===== src/rtl/wb_stage.sv =====
// Writeback stage: one commit register between the memory stage and the register file.
// Forms load data at accept time and retires into the RF and trace port when not stalled.
module wb_stage (
    input  logic        clk,
    input  logic        rst_n,
    input  logic        i_wb_valid,
    output logic        o_wb_ready,
    input  logic [31:0] wb_alu_res,
    input  logic [31:0] wb_mem_rdata,
    input  logic [4:0]  wb_rf_waddr,
    input  logic        wb_rf_we,
    input  logic [31:0] wb_pc,
    input  logic [31:0] wb_inst,
    input  logic        i_trace_stall,
    output logic        rf_we,
    output logic [4:0]  rf_waddr,
    output logic [31:0] rf_wdata,
    output logic        fwd_valid,
    output logic [4:0]  fwd_addr,
    output logic [31:0] fwd_data,
    output logic [31:0] debug_wb_pc,
    output logic [3:0]  debug_wb_rf_we,
    output logic [4:0]  debug_wb_rf_wnum,
    output logic [31:0] debug_wb_rf_wdata,
    output logic [31:0] retire_cnt,
    output logic        o_align_err
);

    typedef enum logic [2:0] {
        LD_NONE,
        LD_B,
        LD_H,
        LD_W,
        LD_BU,
        LD_HU
    } ld_kind_e;

    ld_kind_e    ld_kind;
    logic [7:0]  byte_lane;
    logic [15:0] half_lane;
    logic [31:0] load_data;
    logic        misalign;
    logic        accept;
    logic        fire;

    logic        c_valid;
    logic [31:0] c_pc;
    logic [4:0]  c_waddr;
    logic        c_we;
    logic [31:0] c_wdata;
    logic [31:0] retire_q;
    logic        align_q;

    // Only the major opcode field selects the load flavour; the rest is don't-care here.
    logic unused_inst_bits;
    assign unused_inst_bits = ^wb_inst[21:0];

    always_comb begin
        ld_kind = LD_NONE;
        case (wb_inst[31:22])
            10'h0A0: ld_kind = LD_B;
            10'h0A1: ld_kind = LD_H;
            10'h0A2: ld_kind = LD_W;
            10'h0A8: ld_kind = LD_BU;
            10'h0A9: ld_kind = LD_HU;
            default: ld_kind = LD_NONE;
        endcase
    end

    always_comb begin
        byte_lane = wb_mem_rdata[7:0];
        case (wb_alu_res[1:0])
            2'd0: byte_lane = wb_mem_rdata[7:0];
            2'd1: byte_lane = wb_mem_rdata[15:8];
            2'd2: byte_lane = wb_mem_rdata[23:16];
            2'd3: byte_lane = wb_mem_rdata[31:24];
            default: byte_lane = wb_mem_rdata[7:0];
        endcase
        half_lane = wb_alu_res[1] ? wb_mem_rdata[31:16] : wb_mem_rdata[15:0];
    end

    // Misaligned loads still produce lane-selected data; only the sticky flag reports them.
    always_comb begin
        load_data = wb_alu_res;
        misalign  = 1'b0;
        case (ld_kind)
            LD_B:  load_data = {{24{byte_lane[7]}}, byte_lane};
            LD_BU: load_data = {24'h0, byte_lane};
            LD_H: begin
                load_data = {{16{half_lane[15]}}, half_lane};
                misalign  = wb_alu_res[0];
            end
            LD_HU: begin
                load_data = {16'h0, half_lane};
                misalign  = wb_alu_res[0];
            end
            LD_W: begin
                load_data = wb_mem_rdata;
                misalign  = |wb_alu_res[1:0];
            end
            default: load_data = wb_alu_res;
        endcase
    end

    assign o_wb_ready = ~c_valid | ~i_trace_stall;
    assign accept     = i_wb_valid & o_wb_ready;
    // Gated by reset so a held entry never retires in the cycle reset is applied.
    assign fire       = c_valid & ~i_trace_stall & rst_n;

    always_ff @(posedge clk) begin
        if (!rst_n) begin
            c_valid  <= 1'b0;
            c_pc     <= 32'h0;
            c_waddr  <= 5'h0;
            c_we     <= 1'b0;
            c_wdata  <= 32'h0;
            retire_q <= 32'h0;
            align_q  <= 1'b0;
        end else begin
            if (accept) begin
                c_valid <= 1'b1;
                c_pc    <= wb_pc;
                c_waddr <= wb_rf_waddr;
                c_we    <= wb_rf_we;
                c_wdata <= load_data;
            end else if (fire) begin
                c_valid <= 1'b0;
            end
            if (fire)
                retire_q <= retire_q + 32'd1;
            if (accept && misalign)
                align_q <= 1'b1;
        end
    end

    assign rf_we             = fire & c_we & (c_waddr != 5'd0);
    assign rf_waddr          = c_waddr;
    assign rf_wdata          = c_wdata;

    assign fwd_valid         = c_valid & c_we & (c_waddr != 5'd0);
    assign fwd_addr          = c_waddr;
    assign fwd_data          = c_wdata;

    assign debug_wb_pc       = c_pc;
    assign debug_wb_rf_we    = {4{rf_we}};
    assign debug_wb_rf_wnum  = c_waddr;
    assign debug_wb_rf_wdata = c_wdata;

    assign retire_cnt        = retire_q;
    assign o_align_err       = align_q;

endmodule


===== config.mk =====
export PLATFORM = sky130hd
export DESIGN_NAME = wb_stage
export DESIGN_NICKNAME = d
export VERILOG_FILES = /design/src/rtl/wb_stage.sv
export SDC_FILE = /design/constraint.sdc
export NUM_CORES = 1
export LEC_CHECK = 0
export CAP_MARGIN = 40
export CORE_MARGIN = 5
export CORE_UTILIZATION = 42
export DETAILED_ROUTE_END_ITERATION = 7
export GPL_TIMING_DRIVEN = 0
export PLACE_DENSITY = 0.87
export SETUP_SLACK_MARGIN = 0.02
export SLEW_MARGIN = 20
export SYNTH_ARGS = -nofsm -noshare
export SYNTH_HDL_FRONTEND = slang
export SYNTH_SLANG_ARGS = --single-unit

===== constraint.sdc =====
create_clock -name clk -period 4.4 [get_ports clk]
set_input_delay 0.88 -clock clk [delete_from_list [all_inputs] [get_ports clk]]
set_output_delay 0.88 -clock clk [all_outputs]
set_load 0.01 [all_outputs]

After elaboration in Yosys (flattened, before gate mapping)

Cells that the tools add are included.
Widths: inputs -> output; s select.

Input port bits: 138
Logic and storage cells: 44
Register bits after elaboration: 104
Output and inout port bits: 183

Bitwise gates (word level): 10
Reduce and logical (&&, ||, !) cells: 6
Mux-type cells: 7
$add $sub $neg: 1
Equality and inequality tests: 13

Operators with widths:

| operator              | count |
|---|---|
| $pmux 32 s5           | 1 |
| $eq 10x8->1 const B   | 5 |
| $add 32x1->32 const B | 1 |
| $pmux 8 s4            | 1 |
| $mux 16               | 1 |
| $pmux 3 s5            | 1 |
| $and 1x1->1           | 7 |
| $eq 3x2->1 const B    | 2 |
| $eq 3x3->1 const B    | 2 |
| $reduce_bool 5->1     | 1 |
| $eq 2x2->1 const B    | 2 |
| $reduce_or 2->1       | 2 |
| $eq 3x1->1 const B    | 1 |
| $eq 2x1->1 const B    | 1 |
| $logic_not 2->1       | 1 |
| $mux 1                | 2 |
| $not 1->1             | 2 |
| $pmux 1 s2            | 1 |
| $reduce_bool 2->1     | 1 |
| $logic_and 1x1->1     | 1 |
| $or 1x1->1            | 1 |

Longest topological paths before layout

Word-level depth: 6
Depth in mapped cells: 7
Mapped depth without buffers: 5

Worst setup path after synthesis

No wires, ideal clock.

Path type: input to output
Start: input port rst_n
End: output port debug_wb_rf_we[0]
Data required time: 3.520 ns
Arrival: 2.135 ns
Stages: 4
Path slack: 1.385 ns
Path buffers: 2
Cell sequence: clkinv_1 clkbuf_1 nor4_1 buf_4

Longest elaborated chain between the ends: 3

RTL lines:

| element                  | line | source |
|---|---|---|
| start: declaration       | 5    | `input logic rst_n,` |
| $and 1x1->1              | 108  | `assign fire = c_valid & ~i_trace_stall & rst_n;` |
| $and 1x1->1 (2 in a row) | 136  | `assign rf_we = fire & c_we & (c_waddr != 5'd0);` |
| end: declaration         | 22   | `output logic [3:0] debug_wb_rf_we,` |

Every way passes these cells.

Worst setup path after layout

Start: input port rst_n
End: output port debug_wb_rf_we[2]

Same word-level chain as after synthesis.

==> flow_summary_export.csv <==
group,metric,value,unit
run_status,outcome,"complete, no violations",
logic_synthesis,synth_area,0.00575,sq mm
drt,num_vias,6427,
grt,gr-usage-met2,0.446,
floorplanning,ioPinCount,321,
critical_path,arrival,3320,ps
power_and_ir_drop,internal_power,1.83,mW
logic_synthesis,synthArstFlopShare,0,
timing,tns,0,ps
cells_and_area,stdcell_area,0.00927,sq mm
cells_and_area,nNetsFinal,1143,
drt,wl,21.6,mm
floorplanning,die_y,127,microns
logic_synthesis,yosys_warnings,0,
drt,drt-initial-drc-count,459,
logic_synthesis,synth.avg_cell_area,8.24,sq um
cells_and_area,final_cells,1185,
worst_hold_path,whs_path_depth,2,
drt,drt_pass1_iterations,5,
critical_path,r2r_cells,7,
grt,first_global_vias,6395,
cells_and_area,multi_input_area,0.00286,sq mm
timing,whs,456,ps
clock_tree,cts_buffer_depth,2,
floorplanning,start_util,0.431,
critical_path,criticalPathCategory,"in2out",
power_and_ir_drop,power.share.clock,0.360,
logic_synthesis,synth.distinct_cells,52,
power_and_ir_drop,p_sw_frac,0.252,
timing,slew_headroom,0.569,
timing,finalSetupViolCount,0,
timing,hold_violations,0,
clock_tree,clock_latency,340,ps
timing,timing.fmax,0.238,GHz
cells_and_area,syn_to_final_growth,61.2,%
timing,finClkSkew,7.62,ps
grt,grt_antenna_before_repair,0,
place,preCtsSetupSlack,-264,ps
power_and_ir_drop,p_total,2.44,mW
timing,rsz0062_at_grt,"no",
power_and_ir_drop,p_leak,3.48,nW
place,dp_cells,1168,
clock_tree,htreeDepth,3,
grt,grt.total_usage,0.256,
clock_tree,clkSlewWorstSetupHoldPaths,70,ps
cells_and_area,diodes,0,
clock_tree,cts_tree,"done",
clock_tree,cts_buffers,9,
drt,vias_per_cell,5.42,
floorplanning,die_area,0.0161,sq mm
logic_synthesis,ys.flop_type,"dfxtp_1",
grt,busiest_layer,"met2",
clock_tree,root_buffer,"clkbuf_16",
place,port_buffers,295,
place,place_area,0.00892,sq mm
logic_synthesis,ys_ff_latch,104,
cells_and_area,drive_above_1_share,0.123,
drt,drt-wirelength-per-cell,18.2,microns
worst_hold_path,hold_path_class,"reg2reg",
timing,period_needed,4200,ps
grt,grt_pass1_wl,33.2,mm
logic_synthesis,synth_sequential_area_ratio,0.362,
power_and_ir_drop,power_density,263,mW/mm^2
power_and_ir_drop,p_comb_frac,0.222,
critical_path,required,3520,ps
power_and_ir_drop,p_switching,0.615,mW
place,gp_congestion,0.877,
power_and_ir_drop,peakVddDrop,0.196,mV
timing,final_max_slew_viol_count,0,
run,maxCapViolCount,0,
critical_path,startpoint_type,"primary input",
timing,finalWorstSetupSlack,200,ps
cells_and_area,regArea,0.00208,sq mm
critical_path,crit_fanout,10,
logic_synthesis,synthCells,697,
drt,detail-route-antenna-nets,0,
power_and_ir_drop,power_frac_seq,0.417,
place,hpwl,16.8,mm
cells_and_area,fillers,1099,
grt,met1_usage,0.311,
logic_synthesis,synth_enable_flop_cells,0,
clock_tree,cts.sinks,104,
timing,tightest_slew,630,ps
cells_and_area,fin_util,0.694,
grt,grt_max_degree,17,
grt,use_met3,0.0580,
critical_path,end_kind,"output port",
floorplanning,core,0.0133,sq mm
floorplanning,num_rows,42,
clock_tree,cts_setup_buffers,0,
timing,min_period_over_period,0.954,
floorplanning,fp.dieW,127,microns
critical_path,r2r_setup_slack,2030,ps
grt,grt_overflow,0,
logic_synthesis,syn_nets,836,
drt,drc,0,
## cells in the final DEF, fill, tap and decap left out, types with 15 or more instances in the layout
cell             synthesis  final
clkdlybuf4s50_1          0    295
o31ai_1                 30     30
a21oi_1                 75     75
o21a_1                  25     25
dfxtp_1                104    104
and3_1                  19     19
buf_4                   78     78
or4_1                   15     15
nand2_1                102    102
clkbuf_1                37     39
mux2_2                  21     21
nand4_1                 16     16
nor2_1                  17     17
a211oi_1                15     15
## sequential cells by signal (all words and copies together) (netlist names)
signal,count
c_valid,1
c_we,1
debug_wb_pc,32
debug_wb_rf_wdata,32
debug_wb_rf_wnum,5
o_align_err,1
retire_cnt,32
## Yosys cell counts, drive strengths merged (3+ instances only)
cell type | instances | area [sq um]
nand3 | 12 | 60.1
nand2 | 102 | 383
o31ai | 30 | 225
buf | 91 | 651
xor2 | 3 | 26.3
nor2 | 17 | 63.8
a21oi | 75 | 375
nand4 | 16 | 100
mux2i | 7 | 70.1
a22o | 6 | 52.6
nor3 | 5 | 30.0
and4 | 5 | 43.8
o21a | 25 | 188
clkbuf | 37 | 139
or3 | 8 | 50.1
or4 | 16 | 124
a2bb2oi | 8 | 70.1
o22ai | 7 | 43.8
nor4 | 5 | 31.3
dfxtp | 104 | 2080
xnor2 | 6 | 52.6
nor2b | 3 | 18.8
a211oi | 15 | 113
mux2 | 21 | 236
inv | 6 | 22.5
a22oi | 14 | 105
and3 | 19 | 119
o21ai | 13 | 65.1
## final cells by class
cell class,instances,area share
Clock buffer,12,0.0266
Sequential cell,104,0.225
Tap cell,176,0.0238
Timing Repair Buffer,296,0.320
Multi-Input combinational cell,458,0.309
Clock inverter,4,0.00824
Inverter,7,0.00284
Buffer,128,0.0852
## power groups by stage
stage          Combinational [mW]  Clock [mW]  Sequential [mW]
2_1_floorplan               0.215           0             1.05
3_3_place_gp                0.531           0             1.04
3_5_place_dp                0.539           0             1.04
4_1_cts                     0.543       0.891             1.02
5_1_grt                     0.577       0.933             1.02
6_report                    0.542       0.880             1.02
## final timing paths
path                 from                   end
setup / recovery    rst_n     debug_wb_rf_we[2]
hold reg to reg      c_we                  c_we
setup reg to reg  c_valid  debug_wb_rf_wdata[4]
hold / removal       c_we                  c_we
## cells by family (layout without fill, tap and decap cells)
group | after synthesis | after routing | share of synthesized area
adder cells (fa/ha/maj) | 1 | 1 | 0.00218
multiplexers | 29 | 29 | 0.0573
AO/OA/AOI/OAI | 200 | 200 | 0.226
flip-flops | 104 | 104 | 0.362
XOR/XNOR | 9 | 9 | 0.0137
buffers and inverters | 135 | 447 | 0.142
AND/OR/NAND/NOR | 219 | 219 | 0.197
## what timing repair did
item                                   in CTS  in global routing
hold buffers                                0                  0
setup endpoints to repair                   5                  0
gates resized for setup                     2                  0
endpoints found under the hold margin       0                  0
## worst max-delay path: stages
cell and delay, ps:
clkdlybuf4s50_1 680, clkinv_1 290, clkbuf_1 340, nor4_4 430, buf_4 180, clkdlybuf4s50_1 520
## metal layers
| metal | share of wire | vias up |
|---|---|---|
| li1 | - | 3069 |
| met1 | 0.39 | 3010 |
| met2 | 0.50 | 304 |
| met3 | 0.076 | 44 |
| met4 | 0.026 | 0 |
| met5 | 0 | - |
Power figures use the tool's default switching activity.
